`src/rtl/joy_input_conditioner.sv`:
```
// Two-player joystick/fire conditioner: two-flop sync, per-bit debounce, opposing-direction
// suppression and registered SWCHA-format outputs for the PIA/TIA.
module joy_input_conditioner #(
  parameter int unsigned CNT_W        = 18,
  parameter int unsigned DEBOUNCE_CNT = 250000
) (
  input  logic       clk_i,
  input  logic       rst_i,
  input  logic [4:0] p0_raw,
  input  logic [4:0] p1_raw,
  output logic [7:0] buttons,
  output logic [1:0] fire_n,
  output logic       changed,
  output logic       ready
);

  localparam int unsigned NBITS = 10;
  localparam logic [CNT_W-1:0] CNT_LAST = CNT_W'(DEBOUNCE_CNT - 1);

  logic [NBITS-1:0] sync1;
  logic [NBITS-1:0] sync2;
  logic [NBITS-1:0] stable;
  logic [CNT_W-1:0] cnt [NBITS];
  logic [CNT_W-1:0] rdy_cnt;
  logic [7:0]       buttons_prev;
  logic [1:0]       fire_prev;
  logic [3:0]       p0_dir;
  logic [3:0]       p1_dir;
  logic [7:0]       buttons_next;
  logic [1:0]       fire_next;

  // Bits [4:0] are player 0, [9:5] player 1; layout [4]=fire [3]=R [2]=L [1]=D [0]=U.
  always_ff @(posedge clk_i or negedge rst_i) begin
    if (!rst_i) begin
      sync1 <= '0;
      sync2 <= '0;
    end else begin
      sync1 <= {p1_raw, p0_raw};
      sync2 <= sync1;
    end
  end

  // Per-bit debounce: any mismatch run shorter than DEBOUNCE_CNT is discarded entirely.
  always_ff @(posedge clk_i or negedge rst_i) begin
    if (!rst_i) begin
      stable <= '0;
      for (int i = 0; i < NBITS; i++) begin
        cnt[i] <= '0;
      end
    end else begin
      for (int i = 0; i < NBITS; i++) begin
        if (sync2[i] == stable[i]) begin
          cnt[i] <= '0;
        end else if (cnt[i] == CNT_LAST) begin
          stable[i] <= sync2[i];
          cnt[i]    <= '0;
        end else begin
          cnt[i] <= cnt[i] + CNT_W'(1);
        end
      end
    end
  end

  // A pressed opposing pair reads as neither pressed; releases as soon as one side drops.
  function automatic logic [3:0] opp_filter(input logic [3:0] d);
    logic [3:0] f;
    f = d;
    if (d[0] && d[1]) f[1:0] = 2'b00;
    if (d[2] && d[3]) f[3:2] = 2'b00;
    return f;
  endfunction

  always_comb begin
    p0_dir       = opp_filter(stable[3:0]);
    p1_dir       = opp_filter(stable[8:5]);
    buttons_next = ~{p0_dir, p1_dir};
    fire_next    = ~{stable[9], stable[4]};
  end

  // Output register; changed flags a value update one cycle after it lands.
  always_ff @(posedge clk_i or negedge rst_i) begin
    if (!rst_i) begin
      buttons      <= 8'hFF;
      fire_n       <= 2'b11;
      buttons_prev <= 8'hFF;
      fire_prev    <= 2'b11;
      changed      <= 1'b0;
    end else begin
      buttons      <= buttons_next;
      fire_n       <= fire_next;
      buttons_prev <= buttons;
      fire_prev    <= fire_n;
      changed      <= (buttons != buttons_prev) || (fire_n != fire_prev);
    end
  end

  // Startup window: saturating counter, ready sticks high until reset.
  always_ff @(posedge clk_i or negedge rst_i) begin
    if (!rst_i) begin
      rdy_cnt <= '0;
      ready   <= 1'b0;
    end else begin
      if (rdy_cnt != CNT_LAST) begin
        rdy_cnt <= rdy_cnt + CNT_W'(1);
      end
      if (rdy_cnt == CNT_LAST) begin
        ready <= 1'b1;
      end
    end
  end

endmodule

```
`config.mk`:
```
export PLATFORM = sky130hd
export DESIGN_NAME = joy_input_conditioner
export DESIGN_NICKNAME = d
export VERILOG_FILES = /design/src/rtl/joy_input_conditioner.sv
export SDC_FILE = /design/constraint.sdc
export NUM_CORES = 1
export LEC_CHECK = 0
export ABC_AREA = 1
export CAP_MARGIN = 15
export CORE_MARGIN = 2
export CORE_UTILIZATION = 48
export DETAILED_ROUTE_END_ITERATION = 8
export MAX_ROUTING_LAYER = met4
export PLACE_DENSITY = 0.76
export SYNTH_ARGS = -nofsm -noshare
export SYNTH_HDL_FRONTEND = slang
export SYNTH_SLANG_ARGS = --single-unit
```
`constraint.sdc`:
```
create_clock -name clk_i -period 4.03 [get_ports clk_i]
set_clock_uncertainty 0.15 [all_clocks]
set_input_delay 0.806 -clock clk_i [delete_from_list [all_inputs] [get_ports clk_i]]
set_output_delay 0.806 -clock clk_i [all_outputs]
set_load 0.01 [all_outputs]
```
==> run_results.csv <==
group,metric,value,unit
outcome,outcome,"finished, final reports clean",
pwr,ir_worst_vdd,0.283,mV
global_routing,grt_max_degree,115,
timing,worst_pin_slew,0.976,ns
clock_network,path_clk_slew,0.07,ns
logic_synthesis,syn_area,0.0130,mm²
global_routing,grt_first_pass_wirelength,45500,µm
pwr,switching_share,20.4,%
final_layout,nets,1738,
route,routedWlPerCell,12.4,µm
worst_setup_path,cp_slowest_stage_delay,0.54,ns
clock_network,clk-insertion-delay-late,0.54,ns
pwr,comb_power_share,2.7,%
logic_synthesis,synth_cells,1663,
global_routing,grt_antenna_before_repair,0,
worst_setup_path,ff2ff_path_depth,4,
logic_synthesis,ys.flop_type,"dfrtp_1",
clock_network,clock-sinks,250,
placed_design,hpwlAfterDp,18300,µm
worst_setup_path,slowest_stage,"dfstp_2",
clock_network,cts-resized-gates,0,
final_layout,final_common_cell,"nor2_1",
worst_setup_path,cp_top_family,"flip-flops",
pwr,p_leak,6.48,nW
pwr,seq_power_share,45.8,%
timing,timing.final.ws_setup,1.45,ns
run,maxCapViolCount,0,
worst_setup_path,crit_fanout,3,
floorplan,row_count,60,
timing,finalHoldViolations,0,
floorplan,die_x,168,µm
clock_network,cts_inserted_buffers,27,
worst_setup_path,worstPathArrival,1.62,ns
route,ant_nets,0,
timing,layout_min_cycle_time,2.58,ns
floorplan,core-area,0.0267,mm²
route,vias_per_cell,5.02,
timing,fin_tns_setup,0,ns
logic_synthesis,avgSynthCellArea,7.81,µm²
final_layout,nFillCells,2353,
logic_synthesis,ys_types,34,
worst_setup_path,worstSetupPathType,"reg -> out",
logic_synthesis,ys_ff_latch,250,
pwr,intPower,4.46,mW
clock_network,ctsHtreeMaxLevel,1,
clock_network,post_cts_buffers,0,
timing,slew_viol_final,0,
floorplan,boundaryPins,24,
route,routed_wl,25800,µm
global_routing,grtUsageTotal,19.4,%
timing,finalSetupViolCount,0,
route,via_count,10400,
worst_setup_path,crit_chain,"clkdlybuf4s50_1",
worst_setup_path,regToRegSetupSlack,2.15,ns
route,first_pass_iters,5,
clock_network,cts_hold_buf,0,
global_routing,grt_overflow,0,
worst_setup_path,worst_setup_path_end_kind,"primary output",
worst_hold_path,min_path_type,"in -> async",
logic_synthesis,yosysWarnings,0,
clock_network,clockBufferDepth,3,
route,drtIter0Drc,740,
floorplan,die_y,168,µm
pwr,clkPwrFrac,51.5,%
timing,holdWs,0.189,ns
worst_setup_path,crit_cells,1,
placed_design,gp_congestion,0.923,
final_layout,mostFrequentLayoutCells,"413 x nor2_1, 337 x nand2_1, 230 x dfrtp_1, 187 x inv_1, 145 x nand3_1",
worst_setup_path,crit_required,3.07,ns
logic_synthesis,synth-edff-count,0,
final_layout,antenna_cells,0,
placed_design,pre_cts_ws,1.94,ns
final_layout,drive_above_1_share,8.58,%
worst_setup_path,r2r_end,"cnt[111]",
timing,fmax,0.388,GHz
logic_synthesis,async_reset_ff_share,100,%
timing,slew_headroom,34.4,%
final_layout,area_delta_synth_final,13.6,%
floorplan,dieArea,0.0284,mm²
worst_setup_path,start_kind,"flip-flop",
floorplan,start_util,48.6,%
clock_network,cts_tree,"done",
worst_setup_path,cp_num_buf_inv,1,
logic_synthesis,synth_seq_area_share,48.4,%
timing,rsz0062_at_grt,"false",
logic_synthesis,synth_fp_nets,1686,
clock_network,cts_root_buf,"clkbuf_16",
placed_design,portBuffers,23,
pwr,p_sw,1.15,mW
global_routing,grt_pass1_vias,10100,
route,drc,0,
timing,fin_crit_sh,64.0,%
worst_setup_path,r2r_start,"stable[3]",
pwr,p_per_area,380,mW/mm²
Yosys cell counts (2+ instances only):
cell type  instances  share of area (%)
a21oi_1           35                1.3
a31oi_1            3               0.14
and2_1            14               0.67
buf_2              2              0.077
dfrtp_1          230                 44
dfstp_2           20                4.0
ha_1              11                1.1
inv_1            187                5.4
inv_2              7               0.20
nand2_1          337                9.7
nand2_2           18               0.87
nand3_1          145                5.6
nand3_2            6               0.46
nand3b_1           8               0.46
nand4_1           22                1.1
nor2_1           413                 12
nor2_2            13               0.63
nor2_4            12                1.0
nor3_1            27                1.0
nor3_2             5               0.39
nor3_4             3               0.38
nor3b_1           13               0.75
o21ai_0           11               0.42
o21ai_1            5               0.19
or2_2              8               0.39
xnor2_1           36                2.4
xor2_1            64                4.3
xor2_2             2               0.25
power by group through the flow:
stage	sequential (mW)	combinational [mW]	clock [mW]
2_1_floorplan	2.61	0.0669	0
3_3_place_gp	2.61	0.150	0
3_5_place_dp	2.61	0.155	0
4_1_cts	2.57	0.156	2.96
5_1_grt	2.57	0.175	3.07
6_report	2.57	0.149	2.89
kinds of logic after synthesis:
kind of cell             Yosys count  share of synthesized area [%]
AND/OR/NAND/NOR                 1045                           35.5
buffers and inverters            198                           5.77
XOR/XNOR                         102                           7.00
adder cells (fa/ha/maj)           11                           1.06
flip-flops                       250                           48.4
AO/OA/AOI/OAI                     57                           2.29
flip-flops by register name, summed over array words and instances (netlist names), 2 cells and up:
| signal | count |
|---|---|
| rdy_cnt | 18 |
| stable | 10 |
| sync1 | 10 |
| buttons | 8 |
| fire_prev | 2 |
| sync2 | 10 |
| fire_n | 2 |
| cnt | 180 |
| buttons_prev | 8 |
final cells by class:
class / instances / area (µm²) / area share, %
Tap cell: 341 / 427 / 2.89
Multi-Input combinational cell: 1215 / 5950 / 40.4
Sequential cell: 250 / 6280 / 42.6
Clock buffer: 36 / 779 / 5.29
Clock inverter: 14 / 285 / 1.93
Inverter: 194 / 728 / 4.94
Timing Repair Buffer: 27 / 290 / 1.97
worst max-delay path by stage:
stage	startpoint	end	slack, ns
finish	buttons[2]	buttons[2]	1.45
global route	buttons[0]	buttons[0]	1.39
CTS	buttons[0]	buttons[0]	1.42
detailed placement	rst_i	cnt[33]	1.94
global placement	rst_i	cnt[33]	1.99
floorplan	buttons[1]	buttons[1]	2.53
per-layer routing:
| metal | vias up | wire [µm] | track usage (%) |
|---|---|---|---|
| met5 | - | 0 | - |
| met4 | 0 | 506 | 5.32 |
| met3 | 44 | 1020 | 2.41 |
| met2 | 204 | 12500 | 32.6 |
| met1 | 4886 | 11800 | 25.0 |
| li1 | 5293 | - | - |
per-stage QoR:
step                instance area (µm²)  cells  utilization [%]  power (mW)
global route                      14700   2077             55.2        5.81
floorplan                         13000   1663                -        2.68
CTS                               14700   2077             55.2        5.68
detailed placement                13700   2027             51.2        2.77
finish                            14700   2077             55.2        5.61
global placement                  13700   2027             51.2        2.76
(Power assumes the default switching activity.)
